**config.mk**
```make
export PLATFORM = sky130hd
export DESIGN_NAME = imem_loader
export DESIGN_NICKNAME = d
export VERILOG_FILES = /design/src/rtl/imem_loader_pkg.sv /design/src/rtl/imem_loader_byte_packer.sv /design/src/rtl/imem_loader.sv
export SDC_FILE = /design/constraint.sdc
export NUM_CORES = 1
export LEC_CHECK = 0
export CAP_MARGIN = 20
export CORE_ASPECT_RATIO = 0.75
export CORE_MARGIN = 2
export CORE_UTILIZATION = 52
export CTS_BUF_LIST = sky130_fd_sc_hd__clkbuf_4
export CTS_CLUSTER_SIZE = 12
export DETAILED_ROUTE_END_ITERATION = 7
export PLACE_DENSITY = 0.87
export SLEW_MARGIN = 5
export SYNTH_ARGS = -nofsm -noshare
export SYNTH_HDL_FRONTEND = slang
export SYNTH_SLANG_ARGS = --single-unit
```
**constraint.sdc**
```tcl
create_clock -name clk -period 3.3 [get_ports clk]
set_input_delay 0.66 -clock clk [delete_from_list [all_inputs] [get_ports clk]]
set_output_delay 0.66 -clock clk [all_outputs]
set_load 0.02 [all_outputs]
```
**src/rtl/imem_loader_pkg.sv**
```systemverilog
// imem_loader_pkg: shared FSM state type and address-map constants for the instruction-memory loader.
package imem_loader_pkg;
  typedef enum logic [1:0] {IDLE, LOAD, WRITE, DONE} loader_state_t;
  localparam logic [31:0] ROM_BASE = 32'h00400000;
  localparam logic [31:0] RAM_BASE = 32'h10010000;
  localparam int BYTES_PER_WORD = 4;
endpackage

```
**src/rtl/imem_loader_byte_packer.sv**
```systemverilog
// byte_packer: assembles four accepted bytes into a little-endian word; word_full flags the 4th byte.
module byte_packer
  import imem_loader_pkg::*;
(
  input  logic        clk,
  input  logic        reset,
  input  logic        clr,
  input  logic        en,
  input  logic [7:0]  byte_in,
  output logic [31:0] word,
  output logic [1:0]  byte_cnt,
  output logic        word_full
);
  logic [3:0] lane_en;
  assign lane_en = en ? 4'b0001 << byte_cnt : 4'b0000;
  assign word_full = en && byte_cnt == 2'(BYTES_PER_WORD - 1);
  always_ff @(posedge clk or negedge reset) begin
    if (!reset) begin
      word <= '0;
      byte_cnt <= '0;
    end else begin
      byte_cnt <= clr ? 2'd0 : en ? byte_cnt + 2'd1 : byte_cnt;
      for (int i = 0; i < BYTES_PER_WORD; i++)
        if (lane_en[i]) word[8*i +: 8] <= byte_in;
    end
  end
endmodule

```
**src/rtl/imem_loader.sv**
```systemverilog
// imem_loader: streams bytes into 32-bit instruction-memory words while holding the core in reset.
// Optional running checksum enabled by defining LOADER_CHECKSUM_EN.
module imem_loader
  import imem_loader_pkg::*;
#(
  parameter int BIT_WIDTH   = 32,
  parameter int DEPTH_WORDS = 256,
  parameter int ADDR_W      = $clog2(DEPTH_WORDS)
) (
  input  logic                 clk,
  input  logic                 reset,
  input  logic                 start,
  input  logic [ADDR_W:0]      word_count,
  input  logic [7:0]           byte_in,
  input  logic                 byte_valid,
  output logic                 byte_ready,
  output logic                 mem_we,
  output logic [ADDR_W-1:0]    mem_waddr,
  output logic [BIT_WIDTH-1:0] mem_wdata,
  output logic                 core_hold,
  output logic                 done,
  output logic [BIT_WIDTH-1:0] checksum
);
  loader_state_t state;
  logic [ADDR_W:0] cnt, clamp;
  logic accept, clr, word_full, last;
  logic [1:0] byte_cnt;
  assign clamp = word_count > (ADDR_W+1)'(DEPTH_WORDS) ? (ADDR_W+1)'(DEPTH_WORDS) : word_count;
  assign accept = byte_ready && byte_valid;
  assign clr = start && (state == IDLE || state == DONE);
  assign last = {1'b0, mem_waddr} == cnt - 1'b1;
  byte_packer u_packer (
    .clk(clk), .reset(reset), .clr(clr), .en(accept), .byte_in(byte_in),
    .word(mem_wdata), .byte_cnt(byte_cnt), .word_full(word_full)
  );
  always_ff @(posedge clk or negedge reset) begin
    if (!reset) begin
      state <= IDLE;
      cnt <= '0;
      mem_waddr <= '0;
      byte_ready <= 1'b0;
      mem_we <= 1'b0;
      core_hold <= 1'b0;
      done <= 1'b0;
    end else begin
      mem_we <= 1'b0;
      case (state)
        IDLE, DONE: if (start) begin
          cnt <= clamp;
          mem_waddr <= '0;
          state <= clamp == '0 ? DONE : LOAD;
          done <= clamp == '0;
          byte_ready <= clamp != '0;
          core_hold <= clamp != '0;
        end
        LOAD: if (word_full) begin
          state <= WRITE;
          byte_ready <= 1'b0;
          mem_we <= 1'b1;
        end
        WRITE: if (last) begin
          state <= DONE;
          done <= 1'b1;
          core_hold <= 1'b0;
        end else begin
          mem_waddr <= mem_waddr + 1'b1;
          state <= LOAD;
          byte_ready <= 1'b1;
        end
        default: state <= IDLE;
      endcase
    end
  end
`ifdef LOADER_CHECKSUM_EN
  logic [BIT_WIDTH-1:0] sum;
  always_ff @(posedge clk or negedge reset) begin
    if (!reset) sum <= '0;
    else sum <= clr ? '0 : mem_we ? sum + mem_wdata : sum;
  end
  assign checksum = sum;
`else
  assign checksum = '0;
`endif
endmodule

```
# ---- After elaboration in Yosys (flattened, before gate mapping)
# Cells that the tools add are included.
dict set report op_classes {
  addsub 3
  order_cmp 1
  eq_ne 9
  n_shift 1
  muxes 23
  reduce_logical 15
}
# operator n
set ops {}
lappend ops {{$mux 8} 2}
lappend ops {{$pmux 8 s2} 1}
lappend ops {{$mux 2} 6}
lappend ops {{$eq 8x9->1} 1}
lappend ops {{$gt 9x9->1 const B} 1}
lappend ops {{$logic_not 9->1} 1}
lappend ops {{$mux 9} 1}
lappend ops {{$reduce_and 3->1} 3}
lappend ops {{$reduce_bool 9->1} 1}
lappend ops {{$sub 9x1->9 const B} 1}
lappend ops {{$add 8x1->8 const B} 1}
lappend ops {{$mux 1} 8}
lappend ops {{$eq 2x2->1 const B} 3}
lappend ops {{$ne 2x2->1 const B} 3}
lappend ops {{$pmux 2 s3} 1}
lappend ops {{$mux 4} 1}
lappend ops {{$pmux 1 s2} 2}
lappend ops {{$reduce_and 2->1} 2}
lappend ops {{$reduce_bool 2->1} 2}
lappend ops {{$shl 1x2->4 const A} 1}
lappend ops {{$logic_and 1x1->1} 3}
lappend ops {{$pmux 1 s3} 1}
lappend ops {{$add 2x1->2 const B} 1}
lappend ops {{$eq 2x1->1 const B} 1}
lappend ops {{other kinds (4)} 4}
dict set report totals {
  reg_bits 57
  output_inout_bits 76
}

# ---- Longest topological paths before layout
# Gate-level depths: netlist of the first run.
dict set report logic_depth {
  word_depth 6
  ltp_mapped 11
  mapped_depth_nobuf 9
}

# ---- Cells and area by module
# From an unflattened synthesis of the first run, not the netlist that was laid out.
dict set report unflattened {
  hier_cells 286
  hier_area_um2 3210.6
}
# module n_inst cells_per_inst area_each_um2
set modules_own_cells {}
lappend modules_own_cells {imem_loader 1 204 1700.4}
lappend modules_own_cells {byte_packer 1 82 1510.2}

# ---- Worst setup path before layout of the first run
# Ideal clock, no wire load.
dict set report synth_path {
  kind {register -> register}
  startpoint {reg cnt[0]}
  endpoint {reg core_hold}
  arrival_time_ps 2118
  t_required_ps 3178
  setup_slack_ps 1061
  path_stages_with_launch 11
  n_path_buf 2
  synth_period_minus_slack_ps 2239
  path_cell_list {dfrtp_1 buf_6 inv_1 ha_1 nand2b_1 o211a_1 o31a_1 nor4_4 nand3_2 buf_6 a32o_1}
}
dict set report synth_via {
  elab_chain_len 4
}
# item line
set synth_rtl {}
lappend synth_rtl {{start, declared} imem_loader.sv:25} ;# logic [ADDR_W:0] cnt, clamp;
lappend synth_rtl {{start signal, assigned} imem_loader.sv:49} ;# cnt <= clamp;
lappend synth_rtl {{$sub 9x1->9} imem_loader.sv:31} ;# assign last = {1'b0, mem_waddr} == cnt - 1'b1;
lappend synth_rtl {{$eq 8x9->1} imem_loader.sv:31}
lappend synth_rtl {{$ne 2x2->1 (no line)} --}
lappend synth_rtl {{$reduce_and 3->1 (no line)} --}
lappend synth_rtl {{end signal, assigned} imem_loader.sv:43} ;# core_hold <= 1'b0;
lappend synth_rtl {{end signal, assigned} imem_loader.sv:54} ;# core_hold <= clamp != '0;
lappend synth_rtl {{end signal, assigned} imem_loader.sv:64} ;# core_hold <= 1'b0;
lappend synth_rtl {{end, declared} imem_loader.sv:20} ;# output logic core_hold,
# Every way passes these cells.
# A chain may end at the register's enable or synchronous reset.

# ---- Worst setup path in the final report of the first run
dict set report layout_path {
  startpoint {reg cnt[0]}
  endpoint {reg state[1]}
}
dict set report layout_via {
  elab_chain_len 4
}
# item line
set layout_rtl {}
lappend layout_rtl {{$sub 9x1->9} imem_loader.sv:31}
lappend layout_rtl {{$eq 8x9->1} imem_loader.sv:31}
lappend layout_rtl {{$mux 2} imem_loader.sv:61} ;# WRITE: if (last) begin
lappend layout_rtl {{$pmux 2 s3} imem_loader.sv:47} ;# case (state)
lappend layout_rtl {{end signal, assigned} imem_loader.sv:51} ;# state <= clamp == '0 ? DONE : LOAD;
lappend layout_rtl {{end, declared} imem_loader.sv:24} ;# loader_state_t state;
# Every way passes these cells.

==> results.yml, run 1 <==
run_status:
  outcome: "finished, final reports clean"
clock_network:
  cts.sinks: 57
  clock_path_buffers: 2
  htreeDepth: 3
  cts-resized-gates: 0
  clk_latency_ns: 0.40
  ctsHoldBuffers: 0
  path_clk_slew_ns: 0.09
  numCtsBuffers: 9
  post-cts-setup-buffer-count: 0
  cts-root-buf: "clkbuf_4"
  cts_tree: "built"
synthesis:
  yosysWarnings: 0
  synth_edf_count: 0
  synth_area_per_cell_sq_um: 10.5
  async_flop_share: 1.00
  synthDistinctLibCells: 50
  synth-seq-cells: 57
  synth_area_sq_um: 3170
  synth_cells: 302
  ys_seq_area_frac: 0.449
  ys.flop_type: "dfrtp_1"
global_routing:
  grt_pass1_vias: 2240
  antenna_found_initial: 0
  grt_max_degree: 56
  grt_usage: 0.214
  grtUsageMet3: 0.0473
  grt_util_met2: 0.357
  busiest_layer: "met2"
  grt_overflow: 0
  grt_pass1_wl_um: 11100
  grtUsageMet1: 0.278
worst_setup_path:
  crit_required_ns: 3.62
  cp.arrival_ns: 2.87
  worst_setup_path_end_kind: "flop"
  startpoint_type: "flop"
  cp_max_fo: 15
  setup.worst_path.class: "reg -> reg"
  rrSetupSlack_ns: 0.75
pwr:
  power_switching_mw: 1.55
  p_int_mw: 2.24
  leakage_nw: 1.74
  p_clk_frac: 0.146
  power_frac_seq: 0.333
  powerDensity_nw_per_um2: 976
  p_comb_frac: 0.520
  ir_worst_vdd_mv: 0.455
  switching_share: 0.409
die:
  die-area_sq_um: 6750
  rows: 24
  dieWidth_um: 94.2
  initial_core_util: 0.542
  top_level_ports: 97
  die_y_um: 71.7
  coreArea_sq_um: 5860
finish:
  final_common_cell: "clkdlybuf4s50_1"
  diodes: 0
  mostFrequentLayoutCells: "clkdlybuf4s50_1, dfrtp_1, mux2_2"
  nets: 397
  instances_no_fill: 450
  multi_input_area_sq_um: 1510
  drive_gt1_frac: 0.156
  syn_to_final_growth_pct: 22.4
  seqCellArea_sq_um: 1430
  fillers: 458
  final_area_sq_um: 3890
route:
  firstDrtPassIters: 4
  drtAntennaViolNets: 0
  drcViolationCount: 0
  wl_um: 6760
  vias: 2399
  drt-vias-per-instance: 5.33
  wl_per_cell_um: 15.0
  drt_first_iter_violations: 138
placement:
  dp_cells: 434
  gp_congestion: 0.865
  placed_cell_area_sq_um: 3730
  io_buffers: 64
  dpl_worst_slack_ns: 0.776
  dpl.hpwl_um: 4950
sta:
  setup_ws_ns: 0.745
  slew_headroom: 0.534
  timing.final.crit_period_ns: 2.55
  skew_ns: 0.0117
  fmax_ghz: 0.391
  rsz0062_at_grt: "false"
  fin_tns_setup_ns: 0
  fin_crit_sh: 0.774
  worstMarginPinSlew_ns: 0.698
  setup_viol: 0
  slew_violations: 0
  hold_viol_final: 0
run:
  maxCapViolations: 0
min_path:
  min_path_type: "in -> async"
sequential cells by signal, indices dropped and copies added, names as in the netlist:
| register | flops |
|---|---|
| u_packer.word | 32 |
| done | 1 |
| mem_we | 1 |
| cnt | 9 |
| core_hold | 1 |
| mem_waddr | 8 |
| state | 2 |
| byte_ready | 1 |
| u_packer.byte_cnt | 2 |
synthesized netlist by cell type (5+ instances only):
master	count	area share
nor2_1	15	0.018
o21ai_0	17	0.027
nand2_1	25	0.030
nand3_1	7	0.011
xor2_1	5	0.014
xnor2_1	5	0.014
clkbuf_1	7	0.0083
nor3_1	6	0.0095
ha_1	9	0.035
mux2_2	33	0.12
a31o_1	5	0.014
buf_4	32	0.076
nand2b_1	12	0.024
dfrtp_1	57	0.45
inv_1	13	0.015
a21oi_1	10	0.016
final cells by class:
cell class,instances,area share
repair buffers,66,0.167
clock buffers,9,0.0174
clock inverters,7,0.0219
inverters,13,0.0126
multi-input cells,220,0.389
flip-flops and latches,57,0.367
well taps,78,0.0251
metrics by stage:
step / total power, mW / utilization / hold WS (ns)
finish: 3.79 / 0.664 / 0.0341
global route: 4.06 / 0.664 / 0.00372
CTS: 3.82 / 0.664 / 0.000848
detailed placement: 3.25 / 0.638 / 0.455
global placement: 3.17 / 0.638 / 0.451
floorplan: 2.55 / - / 0.364
layer usage:
layer,wire length [um],vias up
li1,-,1127
met1,3050,1165
met2,3240,102
met3,437,5
met4,26,0
met5,0,-
power groups by stage:
stage | Sequential (mW) | Clock, mW | Combinational, mW
after floorplan | 1.48 | 0 | 1.06
after global placement | 1.25 | 0 | 1.91
after detailed placement | 1.27 | 0 | 1.97
after CTS | 1.26 | 0.570 | 1.98
after global routing | 1.31 | 0.600 | 2.15
final | 1.27 | 0.556 | 1.97
final timing paths:
path | cells past startpoint | startpoint | end
max in group asynchronous | 2 | reset | u_packer.byte_cnt[0]
min | 1 | reset | u_packer.word[19]
min in group clk | 1 | u_packer.word[8] | u_packer.word[8]
min reg2reg | 1 | u_packer.word[8] | u_packer.word[8]
max reg2reg | 9 | cnt[0] | state[1]
max | 9 | cnt[0] | state[1]
kinds of logic (layout without fill, tap and decap cells):
family / count (synthesis) / after routing / share of synthesized area
simple gates: 83 / 83 / 0.139
flops: 57 / 57 / 0.449
buf+inv: 56 / 95 / 0.112
compound gates: 50 / 50 / 0.110
mux: 36 / 36 / 0.127
xor+xnor: 10 / 10 / 0.0276
fa+ha+maj: 9 / 9 / 0.0355
other cells: 1 / 32 / 0.00118
worst max-delay path, cell delays in order (launching register included):
cell and delay (ns):
dfrtp_1 0.49, inv_1 0.07, ha_1 0.28, nand2b_1 0.19
o211a_1 0.14, o31a_1 0.27, nor4_4 0.30, nand3_2 0.30
a22o_1 0.31, mux2i_1 0.12
Note: power is estimated with default switching activity, not from simulation.
==> run 2: changes to the inputs <==
--- a/config.mk
+++ b/config.mk
@@ -8,11 +8,11 @@
 export CAP_MARGIN = 20
 export CORE_ASPECT_RATIO = 0.75
 export CORE_MARGIN = 2
-export CORE_UTILIZATION = 52
+export CORE_UTILIZATION = 44
 export CTS_BUF_LIST = sky130_fd_sc_hd__clkbuf_4
 export CTS_CLUSTER_SIZE = 12
 export DETAILED_ROUTE_END_ITERATION = 7
-export PLACE_DENSITY = 0.87
+export PLACE_DENSITY = 0.78
 export SLEW_MARGIN = 5
 export SYNTH_ARGS = -nofsm -noshare
 export SYNTH_HDL_FRONTEND = slang
==> constraint.sdc (replaced) <==
create_clock -name clk -period 2.18 [get_ports clk]
set_input_delay 0.436 -clock clk [delete_from_list [all_inputs] [get_ports clk]]
set_output_delay 0.436 -clock clk [all_outputs]
set_load 0.02 [all_outputs]
==> results.yml, run 2 (synthesis gave the netlist of run 1 again) <==
sta:
  setup_viol: 5
  timing.final.crit_period_ns: 2.21
  fmax_ghz: 0.453
  setup_ws_ns: -0.0253
  slew_violations: 0
  skew_ns: 0.0105
  rsz0062_at_grt: "true"
  slew_headroom: 0.593
  hold_viol_final: 0
  fin_crit_sh: 1.01
  worstMarginPinSlew_ns: 0.611
placement:
  dpl_worst_slack_ns: -0.0251
  gp_congestion: 0.807
  io_buffers: 64
  placed_cell_area_sq_um: 3880
  dp_cells: 467
  dpl.hpwl_um: 5210
run_status:
  violations: "negative setup slack"
  outcome: "complete, but fails checks"
global_routing:
  grt_max_degree: 33
  antenna_found_initial: 0
  grt_pass1_vias: 2325
  grt_pass1_wl_um: 12000
  grt_usage: 0.196
  grt_overflow: 0
worst_setup_path:
  cp_max_fo: 8
  worst_setup_path_end_kind: "flop"
  setup.worst_path.start: "cnt[0]"
  cp.arrival_ns: 2.52
  setup.worst_path.class: "reg -> reg"
  crit_required_ns: 2.49
  r2r-start: "cnt[0]"
  startpoint_type: "flop"
finish:
  drive_gt1_frac: 0.237
  final_common_cell: "clkdlybuf4s50_1"
  final_area_sq_um: 4150
  diodes: 0
  instances_no_fill: 490
  nets: 417
  largest_reg_flops: 32
  syn_to_final_growth_pct: 30.7
  mostFrequentLayoutCells: "clkdlybuf4s50_1, dfrtp_1, mux2_2"
  regMostFlops: "u_packer.word"
  top_regs: "u_packer.word x32, cnt x9, mem_waddr x8"
  utilization: 0.601
die:
  initial_core_util: 0.460
  dieWidth_um: 102
  rows: 26
  die-area_sq_um: 7920
  top_level_ports: 97
  coreArea_sq_um: 6900
  die_y_um: 77.6
route:
  vias: 2471
  drt-vias-per-instance: 5.04
  wl_um: 7350
  wl_per_cell_um: 15.0
  drtAntennaViolNets: 0
  firstDrtPassIters: 5
  drt_first_iter_violations: 142
  drcViolationCount: 0
clock_network:
  cts.sinks: 57
  cts_tree: "built"
  clk_latency_ns: 0.41
  cts-root-buf: "clkbuf_4"
  path_clk_slew_ns: 0.10
  numCtsBuffers: 9
  htreeDepth: 3
  clock_path_buffers: 2
pwr:
  ir_worst_vdd_mv: 0.552
  leakage_nw: 1.84
  powerDensity_nw_per_um2: 1460
run:
  maxCapViolations: 0
min_path:
  min_path_type: "in -> async"
==> run 2: cell type report <==
| type | instances | area [sq um] |
|---|---|---|
| timing repair buffer | 86 | 825 |
| clock inverter | 6 | 58.8 |
| sequential | 57 | 1430 |
| clock buffer | 10 | 75.1 |
| tap | 98 | 123 |
| multi-input combinational | 220 | 1590 |
| fill | 576 | 2750 |
| inverter | 13 | 48.8 |
==> run 2: timing repair <==
action / in CTS / in global routing
pin swaps: 2 / 8
cloned: 1 / 0
resized for setup: 6 / 14
hold buffers: 0 / 0
endpoints found under the setup margin: 8 / 12
setup buffers: 1 / 5
==> run 2: power breakdown <==
part           internal, mW  leakage [nW]  switching, mW
sequential             1.52         0.711          0.379
combinational          1.66          1.06           1.72
clock                 0.354        0.0698          0.416
==> run 2: per-stage QoR <==
step	total power [mW]	TNS, ns	hold WS [ns]
final	6.05	-0.0537	0.0204
after global routing	6.45	-1.43	0.0445
after floorplan	3.88	0	0.140
after CTS	5.91	0	0.0193
after global placement	4.99	0	0.475
after detailed placement	5.09	-0.0772	0.481
==> run 2: worst paths after layout <==
kind                                endpoint  cells after the start  slack (ns)
min in group clk           u_packer.word[25]                      1        0.51
hold / removal             u_packer.word[19]                      1        0.02
max in group asynchronous             cnt[2]                      2        1.58
setup / recovery                mem_waddr[6]                      9       -0.03
hold reg to reg            u_packer.word[25]                      1        0.51
setup reg to reg                mem_waddr[6]                      9       -0.03
==> run 2: routing by layer <==
metal  up-vias  GRT usage  routed length [um]
met2        99      0.299                3630
met1      1204      0.271                3090
met3        13     0.0468                 491
li1       1155          -                   -
met5         -          0                   0
met4         0     0.0747                 136
==> run 2: critical path, cell delays in order (launching register included) <==
cell	delay [ns]
dfrtp_1	0.41
inv_2	0.08
ha_4	0.17
nand2b_4	0.06
o211a_1	0.21
o31a_1	0.27
nor4_4	0.35
nand3_4	0.18
buf_6	0.17
a31o_1	0.20
==> run 3: changes to the inputs <==
--- a/config.mk
+++ b/config.mk
@@ -12,6 +12,7 @@
 export CTS_BUF_LIST = sky130_fd_sc_hd__clkbuf_4
 export CTS_CLUSTER_SIZE = 12
 export DETAILED_ROUTE_END_ITERATION = 7
+export HOLD_SLACK_MARGIN = 0.03
 export PLACE_DENSITY = 0.78
 export SLEW_MARGIN = 5
 export SYNTH_ARGS = -nofsm -noshare
==> results.yml, run 3 (synthesis gave the netlist of run 1 again) <==
clock_network:
  htreeDepth: 3
  clock_path_buffers: 2
  cts_tree: "built"
  cts-root-buf: "clkbuf_4"
  numCtsBuffers: 9
  clk_latency_ns: 0.41
  cts.sinks: 57
  path_clk_slew_ns: 0.11
worst_setup_path:
  r2r_end: "mem_waddr[6]"
  crit_family: "compound AO/OA/AOI/OAI gates"
  cp_max_fo: 8
  r2r-start: "cnt[0]"
  worst_setup_path_end_kind: "flop"
  setup.worst_path.class: "reg -> reg"
  crit_required_ns: 2.49
  crit_path_max_incr_delay_ns: 0.41
  crit_slowest_cell: "dfrtp_1"
  critPathBufInv: 2
  rr_worst_depth: 9
  rrSetupSlack_ns: -0.02
  startpoint_type: "flop"
  crit_chain: "inv_2 -> ha_4 -> nand2b_4 -> o211a_1 -> o31a_1 -> nor4_4 -> nand3_4 -> buf_6 -> a31o_1"
  cp.arrival_ns: 2.52
finish:
  final_common_cell: "clkdlybuf4s50_1"
  instances_no_fill: 491
  drive_gt1_frac: 0.237
  mostFrequentLayoutCells: "clkdlybuf4s50_1, dfrtp_1, mux2_2"
  nets: 418
  syn_to_final_growth_pct: 31.0
  top_regs: "u_packer.word x32, cnt x9, mem_waddr x8"
  final_area_sq_um: 4160
  diodes: 0
  regMostFlops: "u_packer.word"
  largest_reg_flops: 32
route:
  wl_um: 7330
  drt-vias-per-instance: 5.06
  vias: 2484
  drcViolationCount: 0
  wl_per_cell_um: 14.9
  firstDrtPassIters: 4
  drt_first_iter_violations: 150
  drtAntennaViolNets: 0
sta:
  skew_ns: 0.0108
  fmax_ghz: 0.454
  hold_viol_final: 0
  rsz0062_at_grt: "true"
  slew_violations: 0
  timing.final.crit_period_ns: 2.20
  setup_ws_ns: -0.0250
  fin_crit_sh: 1.01
  setup_viol: 5
  whs_ns: 0.511
  worstMarginPinSlew_ns: 0.614
  slew_headroom: 0.591
placement:
  placed_cell_area_sq_um: 3880
  io_buffers: 64
  dp_cells: 467
  gp_congestion: 0.807
  dpl.hpwl_um: 5210
die:
  die_y_um: 77.6
  dieWidth_um: 102
  die-area_sq_um: 7920
  top_level_ports: 97
  rows: 26
  initial_core_util: 0.460
  coreArea_sq_um: 6900
min_path:
  worstHoldStart: "u_packer.word[25]"
  min_path_type: "reg -> reg"
  min_delay_worst_endpoint: "u_packer.word[25]"
  whs_path_depth: 1
global_routing:
  grt_overflow: 0
  grt_pass1_wl_um: 12000
  grt_max_degree: 33
  grt_pass1_vias: 2326
  antenna_found_initial: 0
  grt_usage: 0.196
pwr:
  powerDensity_nw_per_um2: 1450
  ir_worst_vdd_mv: 0.533
  fin_total_pwr_mw: 6.05
  leakage_nw: 1.85
run_status:
  outcome: "complete, but fails checks"
  violations: "negative setup slack"
run:
  maxCapViolations: 0
-- run 3: cell count changes in the layout (fill, tap and decap cells not counted), sizes merged --
cell         previous run  this run
dlygate4sd3             0         1
-- run 3: metal layers --
| layer | GRT usage | vias up | part of all wire |
|---|---|---|---|
| li1 | - | 1158 | - |
| met2 | 0.299 | 98 | 0.49 |
| met4 | 0.0747 | 0 | 0.020 |
| met3 | 0.0468 | 16 | 0.066 |
| met1 | 0.271 | 1212 | 0.43 |
| met5 | 0 | - | 0 |
-- run 3: area by class of cell --
cell class | instances | area (sq um)
inverters | 13 | 48.8
repair buffers | 87 | 835
clock inverters | 6 | 58.8
clock buffers | 10 | 75.1
well taps | 98 | 123
fillers | 574 | 2740
multi-input cells | 220 | 1590
flip-flops and latches | 57 | 1430
-- run 3: timing repair --
action,4_1_cts,5_1_grt
gates resized for setup,6,14
hold buffers,1,0
pin swaps,2,8
hold endpoints to repair,15,0
endpoints found under the setup margin,8,12
setup buffers,1,5
gates cloned,1,0
-- run 3: worst max path at each step --
stage | slack (ns) | from | to | depth (start not counted)
2_1_floorplan | 0.006 | cnt[0] | core_hold | 10
3_3_place_gp | 0.07 | cnt[1] | mem_waddr[7] | 9
3_5_place_dp | -0.03 | cnt[0] | mem_waddr[0] | 9
4_1_cts | 0.01 | cnt[0] | mem_waddr[0] | 9
5_1_grt | -0.16 | cnt[0] | mem_waddr[6] | 9
6_report | -0.02 | cnt[0] | mem_waddr[6] | 9
-- run 3: power by group --
| part | leakage [nW] | internal (mW) | switching, mW |
|---|---|---|---|
| Sequential | 0.711 | 1.52 | 0.381 |
| Clock | 0.0698 | 0.354 | 0.414 |
| Combinational | 1.07 | 1.66 | 1.72 |
| Total | 1.85 | 3.54 | 2.51 |
-- run 3: through the flow --
step	util	TNS [ns]	setup WS, ns
floorplan	-	0	0.00639
global placement	0.563	0	0.0658
detailed placement	0.563	-0.0772	-0.0251
CTS	0.589	0	0.0107
global route	0.603	-1.43	-0.158
finish	0.603	-0.0528	-0.0250
-- run 3: worst reg2reg max path, cell delays in order, from the launching register on --
cell      delay, ns
dfrtp_1        0.41
inv_2          0.08
ha_4           0.17
nand2b_4       0.06
o211a_1        0.21
o31a_1         0.27
nor4_4         0.35
nand3_4        0.18
buf_6          0.17
a31o_1         0.20
